File: src/rtl/mux_nto1_reg.sv
`default_nettype none
// ============================================================================
// Module   : mux_nto1_reg
// Brief    : N-to-1 valid/ready multiplexer with a registered output stage,
//            sticky bad-select flag and accepted-beat counter. Define
//            MUX_CAL_EN to apply f(x) = (x << 2) + 1 on the registered path.
// Revision : 1.0 - initial release
// ============================================================================
module mux_nto1_reg #(
  parameter int WIDTH  = 8,
  parameter int NUM_IN = 4,
  parameter int SEL_W  = 2,
  parameter int CNT_W  = 8
) (
  input  logic                    clk,
  input  logic                    rst,
  input  logic [SEL_W-1:0]        sel,
  input  logic [NUM_IN*WIDTH-1:0] in_data,
  input  logic [NUM_IN-1:0]       in_valid,
  output logic [NUM_IN-1:0]       in_ready,
  output logic [WIDTH-1:0]        out_data,
  output logic [SEL_W-1:0]        out_sel,
  output logic                    out_valid,
  input  logic                    out_ready,
  output logic                    sel_err,
  output logic [CNT_W-1:0]        beat_cnt
);

  // One extra bit so NUM_IN == 2**SEL_W still compares correctly.
  localparam logic [SEL_W:0] c_num_in = (SEL_W+1)'(NUM_IN);

  logic [WIDTH-1:0] r_data;
  logic [SEL_W-1:0] r_sel;
  logic             r_valid;
  logic             r_err;
  logic [CNT_W-1:0] r_cnt;

  logic             w_space;
  logic             w_sel_ok;
  logic             w_grant_ok;
  logic             w_accept;
  logic [WIDTH-1:0] w_sel_data;
  logic             w_sel_valid;
  logic [WIDTH-1:0] w_f;

  assign w_space    = !r_valid || out_ready;
  assign w_sel_ok   = ({1'b0, sel} < c_num_in);
  assign w_grant_ok = w_sel_ok && w_space && !rst;

  // Out-of-range selects fall through to zero / not-valid.
  always_comb begin
    w_sel_data  = '0;
    w_sel_valid = 1'b0;
    for (int i = 0; i < NUM_IN; i++) begin
      if (sel == SEL_W'(i)) begin
        w_sel_data  = in_data[i*WIDTH +: WIDTH];
        w_sel_valid = in_valid[i];
      end
    end
  end

  genvar gi;
  generate
    for (gi = 0; gi < NUM_IN; gi++) begin : g_ready
      assign in_ready[gi] = w_grant_ok && (sel == SEL_W'(gi));
    end
  endgenerate

  assign w_accept = w_grant_ok && w_sel_valid;

  generate
    if (1) begin : g_calc
`ifdef MUX_CAL_EN
      assign w_f = (w_sel_data << 2) + WIDTH'(1);
`else
      assign w_f = w_sel_data;
`endif
    end
  endgenerate

  always_ff @(posedge clk) begin
    if (rst) begin
      r_data  <= '0;
      r_sel   <= '0;
      r_valid <= 1'b0;
      r_err   <= 1'b0;
      r_cnt   <= '0;
    end else begin
      if (w_accept) begin
        r_data  <= w_f;
        r_sel   <= sel;
        r_valid <= 1'b1;
        r_cnt   <= r_cnt + CNT_W'(1);
      end else if (w_space) begin
        r_valid <= 1'b0;
      end
      if (!w_sel_ok) begin
        r_err <= 1'b1;
      end
    end
  end

  assign out_data  = r_data;
  assign out_sel   = r_sel;
  assign out_valid = r_valid;
  assign sel_err   = r_err;
  assign beat_cnt  = r_cnt;

endmodule
`default_nettype wire
File: config.mk
export PLATFORM = sky130hd
export DESIGN_NAME = mux_nto1_reg
export DESIGN_NICKNAME = d
export VERILOG_FILES = /design/src/rtl/mux_nto1_reg.sv
export SDC_FILE = /design/constraint.sdc
export NUM_CORES = 1
export LEC_CHECK = 0
export BUFFER_PORTS_ARGS = -buffer_cell sky130_fd_sc_hd__buf_2
export CAP_MARGIN = 20
export CORE_MARGIN = 2
export CORE_UTILIZATION = 39
export CTS_BUF_LIST = sky130_fd_sc_hd__clkbuf_16
export DETAILED_ROUTE_END_ITERATION = 10
export PLACE_DENSITY = 0.87
export SKIP_LAST_GASP = 1
export SYNTH_ARGS = -nofsm -noshare
export SYNTH_HDL_FRONTEND = slang
export SYNTH_SLANG_ARGS = --single-unit
File: constraint.sdc
create_clock -name clk -period 1.52 [get_ports clk]
set_input_delay 0.076 -clock clk [delete_from_list [all_inputs] [get_ports clk]]
set_output_delay 0.076 -clock clk [all_outputs]
set_load 0.01 [all_outputs]
==> results of run 1 <==
-- how the worst min path moves through the flow --
stage | startpoint | endpoint | slack [ps] | cells past startpoint
detailed placement | out_data[7] | out_data[7] | 460 | 2
global placement | out_ready | out_valid | 450 | 3
floorplan | out_ready | out_valid | 290 | 2
CTS | out_ready | out_valid | 220 | 3
finish | out_ready | out_valid | 230 | 3
global route | out_ready | out_valid | 270 | 3
-- worst min-delay path, cell delays in order --
cell and delay [ps]:
buf_2 110, nand2b_1 170, a21oi_1 80
-- flip-flops by register name, indices dropped and copies added (netlist names) --
name	count
out_data	8
beat_cnt	8
out_sel	2
out_valid	1
-- cell usage after synthesis --
cell,instances,area share
dfxtp_1,19,0.34
a21oi_1,14,0.063
nand3_1,13,0.059
o21ai_0,12,0.054
mux4_2,8,0.16
nor2_1,8,0.027
nor2b_1,7,0.040
and3_1,4,0.023
buf_2,4,0.018
clkbuf_1,4,0.014
mux2_1,4,0.041
mux2_2,3,0.031
nand2_1,3,0.010
nor3_1,3,0.014
a211oi_1,2,0.014
buf_1,2,0.0068
buf_4,2,0.014
nor4_1,2,0.011
a21boi_0,1,0.0068
conb_1,1,0.0034
ha_1,1,0.011
inv_1,1,0.0034
mux2i_1,1,0.0091
nand2b_1,1,0.0057
o2111ai_1,1,0.0079
or3_1,1,0.0057
-- final cells by class --
cell class / count / share of cell area
Multi-Input combinational cell: 90 / 0.438
Sequential cell: 19 / 0.240
Tap cell: 31 / 0.0244
Clock inverter: 1 / 0.00314
Timing Repair Buffer: 73 / 0.245
Inverter: 1 / 0.00236
Clock buffer: 3 / 0.0471
-- per-stage QoR --
step	setup slack (ps)	instances	utilization	area [sq um]
global route	-55.1	218	0.588	1590
floorplan	-55.8	122	-	1130
CTS	19.3	218	0.586	1590
global placement	-35.3	214	0.551	1490
detailed placement	-53.6	214	0.551	1490
finish	3.79	218	0.588	1590
-- report_power, final --
| group | switching [mW] | total [mW] | leakage [nW] | internal (mW) |
|---|---|---|---|---|
| Clock | 0.181 | 0.533 | 0.0409 | 0.352 |
| Combinational | 0.146 | 0.298 | 0.560 | 0.151 |
| Sequential | 0.0194 | 0.549 | 0.156 | 0.529 |
| Total | 0.347 | 1.38 | 0.757 | 1.03 |
-- kinds of logic after synthesis --
family                     count (synthesis)  synth area share
AOI/OAI and AO/OA                         30             0.146
DFF                                       19             0.345
adders and majority gates                  1            0.0113
buffers and inverters                     13            0.0555
muxes                                     16             0.244
and+or+nand+nor                           42             0.195
other                                      1           0.00340
-- timing repair --
item                                    in CTS  in global routing
setup buffers                                0                  0
resized for setup                            3                  2
endpoints found under the setup margin       4                  5
-- layer usage --
metal,wire [um],part of all wire
met1,1160,0.38
met2,1600,0.53
met3,210,0.069
met4,66,0.022
met5,0,0
==> reports/results.tsv, run 1 <==
metric	value	unit
Multi-input gate area	698	sq um
die area	0.00327	sq mm
first-pass GRT wire length	5020	um
root buffer cell	clkbuf_16	
syn_nets	164	
Crit path depth	4	
synth unique cells	26	
Final Hold Viols	0	
number of H-tree levels	1	
final worst-path cycle share	0.998	
DRT antenna net count	0	
starting density of the core	0.407	
Synth-to-Final Area Change	44.3	%
Inserted Diodes	0	
cell area power density	866	mW/mm^2
Critical Path Sink	beat_cnt[5]	
Critical Path RT	1660	ps
setup TNS	0	ps
CP max FO	6	
Vias per Instance	5.56	
most common cell after layout, fill and taps aside	buf_2	
clk sinks	19	
slowest library cell on the worst path	or3_4	
Final min period	1520	ps
Worst path top cell family by delay	simple AND/OR/NAND/NOR gates	
# DRC	0	
Routed WL	3040	um
R2R setup slack	4	ps
worst vdd ir	0.683	mV
slowest stage delay, CP	430	ps
outcome	complete, no violations	
I/O pin count	65	
layout cells sized above 1	0.513	
Synth Instances	122	
Worst Setup End Kind	register	
Yosys warning count	0	
cells on worst reg2reg path	4	
fmax	0.660	GHz
total grt overflow	0	
Clk Latency, worst-skew pair	250	ps
CTS tree	yes	
cell row count	19	
Num CTS Buffers	3	
filler instances	221	
met3 usage	0.0431	
synthesized cell area	0.00110	sq mm
met1 GRT Util	0.224	
number of max-slew violations in the final report	0	
flops & latches, synth	19	
Hold Slack	229	ps
vias in the first global route	1153	
Initial DRC Count	36	
Setup Skew	0.943	ps
most frequent cells in the layout	buf_2 (63), dfxtp_1 (18), a21oi_1 (13)	
crit-path cells	nor2b_4 > or3_4 > a211oi_2 > mux2_1	
Buf+Inv Stages, Crit Path	0	
hold bufs inserted after CTS	0	
GP Congestion	0.769	
leakage	0.757	nW
met2 Use GR	0.346	
FF-to-FF End	beat_cnt[5]	
drt pass-1 iters	4	
Max-Cap Viols	0	
FF+latch area	382	sq um
initial antenna violation count	0	
worst reg2reg startpoint	out_valid	
Setup crit start kind	register	
total core area	0.00271	sq mm
Critical Path Start	out_valid	
CTS max path bufs	2	
DP HPWL	2280	um
final setup vio count	0	
RSZ-0062 raised after global routing	yes	
Die Wd	57.2	um
syn avg cell area	9.05	sq um
largest net degree at the start of global routing	29	
port buffer count	63	
Total Power	1.38	mW
Worst-path clk slew	50	ps
Arr. time, crit path	1650	ps
fin nets	230	
post-synthesis sequential area ratio	0.345	
kind of critical path	reg -> reg	
worst min path class	in -> reg	
GRT busiest layer	met2	
GRT Util Overall	0.199	
Die H	57.2	um
routed len/inst	14.0	um
via count	1213	
Note: power is estimated with default switching activity, not from simulation.
==> inputs of run 2 (changes only) <==
Settings changed: CELL_PAD_IN_SITES_DETAIL_PLACEMENT set to 1, CELL_PAD_IN_SITES_GLOBAL_PLACEMENT set to 2, CORE_UTILIZATION 39 to 21, PLACE_DENSITY 0.87 to 0.86.
==> reports/results.tsv, run 2 (synthesis gave the netlist of run 1 again) <==
metric	value	unit	change
DP HPWL	2910	um	+27%
vias in the first global route	1180		+2.3%
Worst-path clk slew	50	ps	about the same
Flop pwr share	0.391		-0.007
Worst Hold End	out_valid		
Num CTS Buffers	3		unchanged
Synth-to-Final Area Change	49.0	%	
CTS max path bufs	2		unchanged
RSZ-0062 raised after global routing	yes		
routed len/inst	14.1	um	+0.98%
Int Pwr	1.04	mW	+0.24%
R2R setup slack	10	ps	about the same
layout cells sized above 1	0.511		-0.00273
share of total power in the clock network	0.390		+0.003
Inserted Diodes	0		unchanged
initial antenna violation count	0		unchanged
cell area power density	851	mW/mm^2	-1.7%
die area	0.00585	sq mm	+79%
DRT antenna net count	0		unchanged
clk sinks	19		unchanged
via count	1154		-4.9%
final worst-path cycle share	0.993		-0.00457
fin nets	231		+0.43%
FF+latch area	382	sq um	unchanged
outcome	complete, no violations		
CP max FO	5		-1
FF-to-FF End	beat_cnt[7]		
Hold Path Depth	3		unchanged
I/O pin count	65		unchanged
Die H	76.5	um	+34%
GRT Util Overall	0.124		-0.0753
first-pass GRT wire length	6000	um	+19%
Total Power	1.40	mW	+1.4%
Multi-input gate area	693	sq um	-0.72%
leakage	0.759	nW	+0.36%
crit-path cells	nor2b_4 > or3_4 > a211oi_2 > mux2_1		
worst-margin pin slew	507	ps	
worst rel slew slack	0.662		
Final Hold Viols	0		unchanged
Buf+Inv Stages, Crit Path	0		unchanged
number of H-tree levels	1		unchanged
Finished Layout Cells	258		+18%
combinational power share	0.219		+0.003
Worst Setup End Kind	register		
filler instances	647		+190%
Setup Skew	2.68	ps	+1.74 ps
Worst path top cell family by delay	simple AND/OR/NAND/NOR gates		
kind of critical path	reg -> reg		
most frequent cells in the layout	buf_2 (63), dfxtp_1 (18), a21oi_1 (13)		
Critical Path RT	1650	ps	about the same
worst min path class	in -> reg		
Routed WL	3640	um	+20%
drt pass-1 iters	4		unchanged
Vias per Instance	4.47		-20%
Critical Path Start	out_valid		
Final min period	1510	ps	-6.95 ps
Max-Cap Viols	0		unchanged
Sw Pwr	0.364	mW	+5.0%
Clk Latency, worst-skew pair	250	ps	about the same
Cells after DPL	254		+19%
most common cell after layout, fill and taps aside	buf_2		
Die Wd	76.5	um	+34%
largest net degree at the start of global routing	29		unchanged
CTS tree	yes		
Sw Ratio	0.260		+0.00877
Initial DRC Count	66		+83%
Setup crit start kind	register		
Arr. time, crit path	1640	ps	about the same
final setup vio count	0		unchanged
number of max-slew violations in the final report	0		unchanged
port buffer count	63		unchanged
worst vdd ir	0.410	mV	-40%
cells on worst reg2reg path	4		unchanged
total grt overflow	0		unchanged
fmax	0.663	GHz	+0.46%
slowest stage delay, CP	420	ps	about the same
Worst Min Path Start	out_ready		
starting density of the core	0.217		-0.190
GP Congestion	0.755		-1.8%
slowest library cell on the worst path	or3_4		
# DRC	0		unchanged
root buffer cell	clkbuf_16		
worst reg2reg startpoint	out_valid		
total core area	0.00507	sq mm	+87%
cell row count	26		+7
==> run 2: cell count changes in the layout (fill, tap and decap cells not counted), sizes merged <==
cell	before	now
buf	73	74
==> run 2: routing by layer <==
metal,share of wire,routed length [um],track usage,vias to the layer above
li1,-,-,-,581
met1,0.47,1700,0.169,551
met2,0.50,1830,0.209,20
met3,0.023,85,0.0154,2
met4,0.0044,16,0.0273,0
met5,0,0,0,-
==> run 2: area by class of cell <==
class | instances | share of cell area
clock buffer | 3 | 0.0457
multi-input combinational | 90 | 0.422
clock inverter | 1 | 0.00304
timing repair buffer | 74 | 0.242
tap | 70 | 0.0533
inverter | 1 | 0.00228
sequential | 19 | 0.232
==> run 2: stage by stage <==
step                setup TNS [ps]  worst slack [ps]  hold WS [ps]  utilization  cell area, sq um
finish                           0              10.7           228        0.324              1640
global route                  -103             -41.4           271        0.324              1640
CTS                              0              12.0           204        0.322              1640
detailed placement            -251             -59.3           457        0.305              1550
global placement             -75.7             -33.5           449        0.305              1550
floorplan                     -176             -55.8           287            -              1130
==> run 2: worst max path at each step <==
| stage | to | depth (start not counted) |
|---|---|---|
| final | beat_cnt[7] | 4 |
| after global routing | beat_cnt[5] | 4 |
| after CTS | beat_cnt[5] | 4 |
| after detailed placement | beat_cnt[5] | 4 |
| after global placement | beat_cnt[7] | 4 |
| after floorplan | beat_cnt[5] | 5 |
==> run 2: timing repair <==
item | in CTS | in global routing
hold buffers | 0 | 0
endpoints found under the setup margin | 4 | 6
resized for setup | 1 | 3
setup buffers | 0 | 0
==> run 2: worst reg2reg max path, cell delays in order (launching register included) <==
cell and delay [ps]:
dfxtp_2 320, nor2b_4 120, or3_4 420, a211oi_2 210, mux2_1 330
==> run 2: power groups by stage <==
stage	combinational (mW)	sequential, mW	clock (mW)
6_report	0.307	0.547	0.546
5_1_grt	0.339	0.552	0.587
4_1_cts	0.307	0.548	0.563
3_5_place_dp	0.303	0.559	0
3_3_place_gp	0.296	0.558	0
2_1_floorplan	0.153	0.571	0
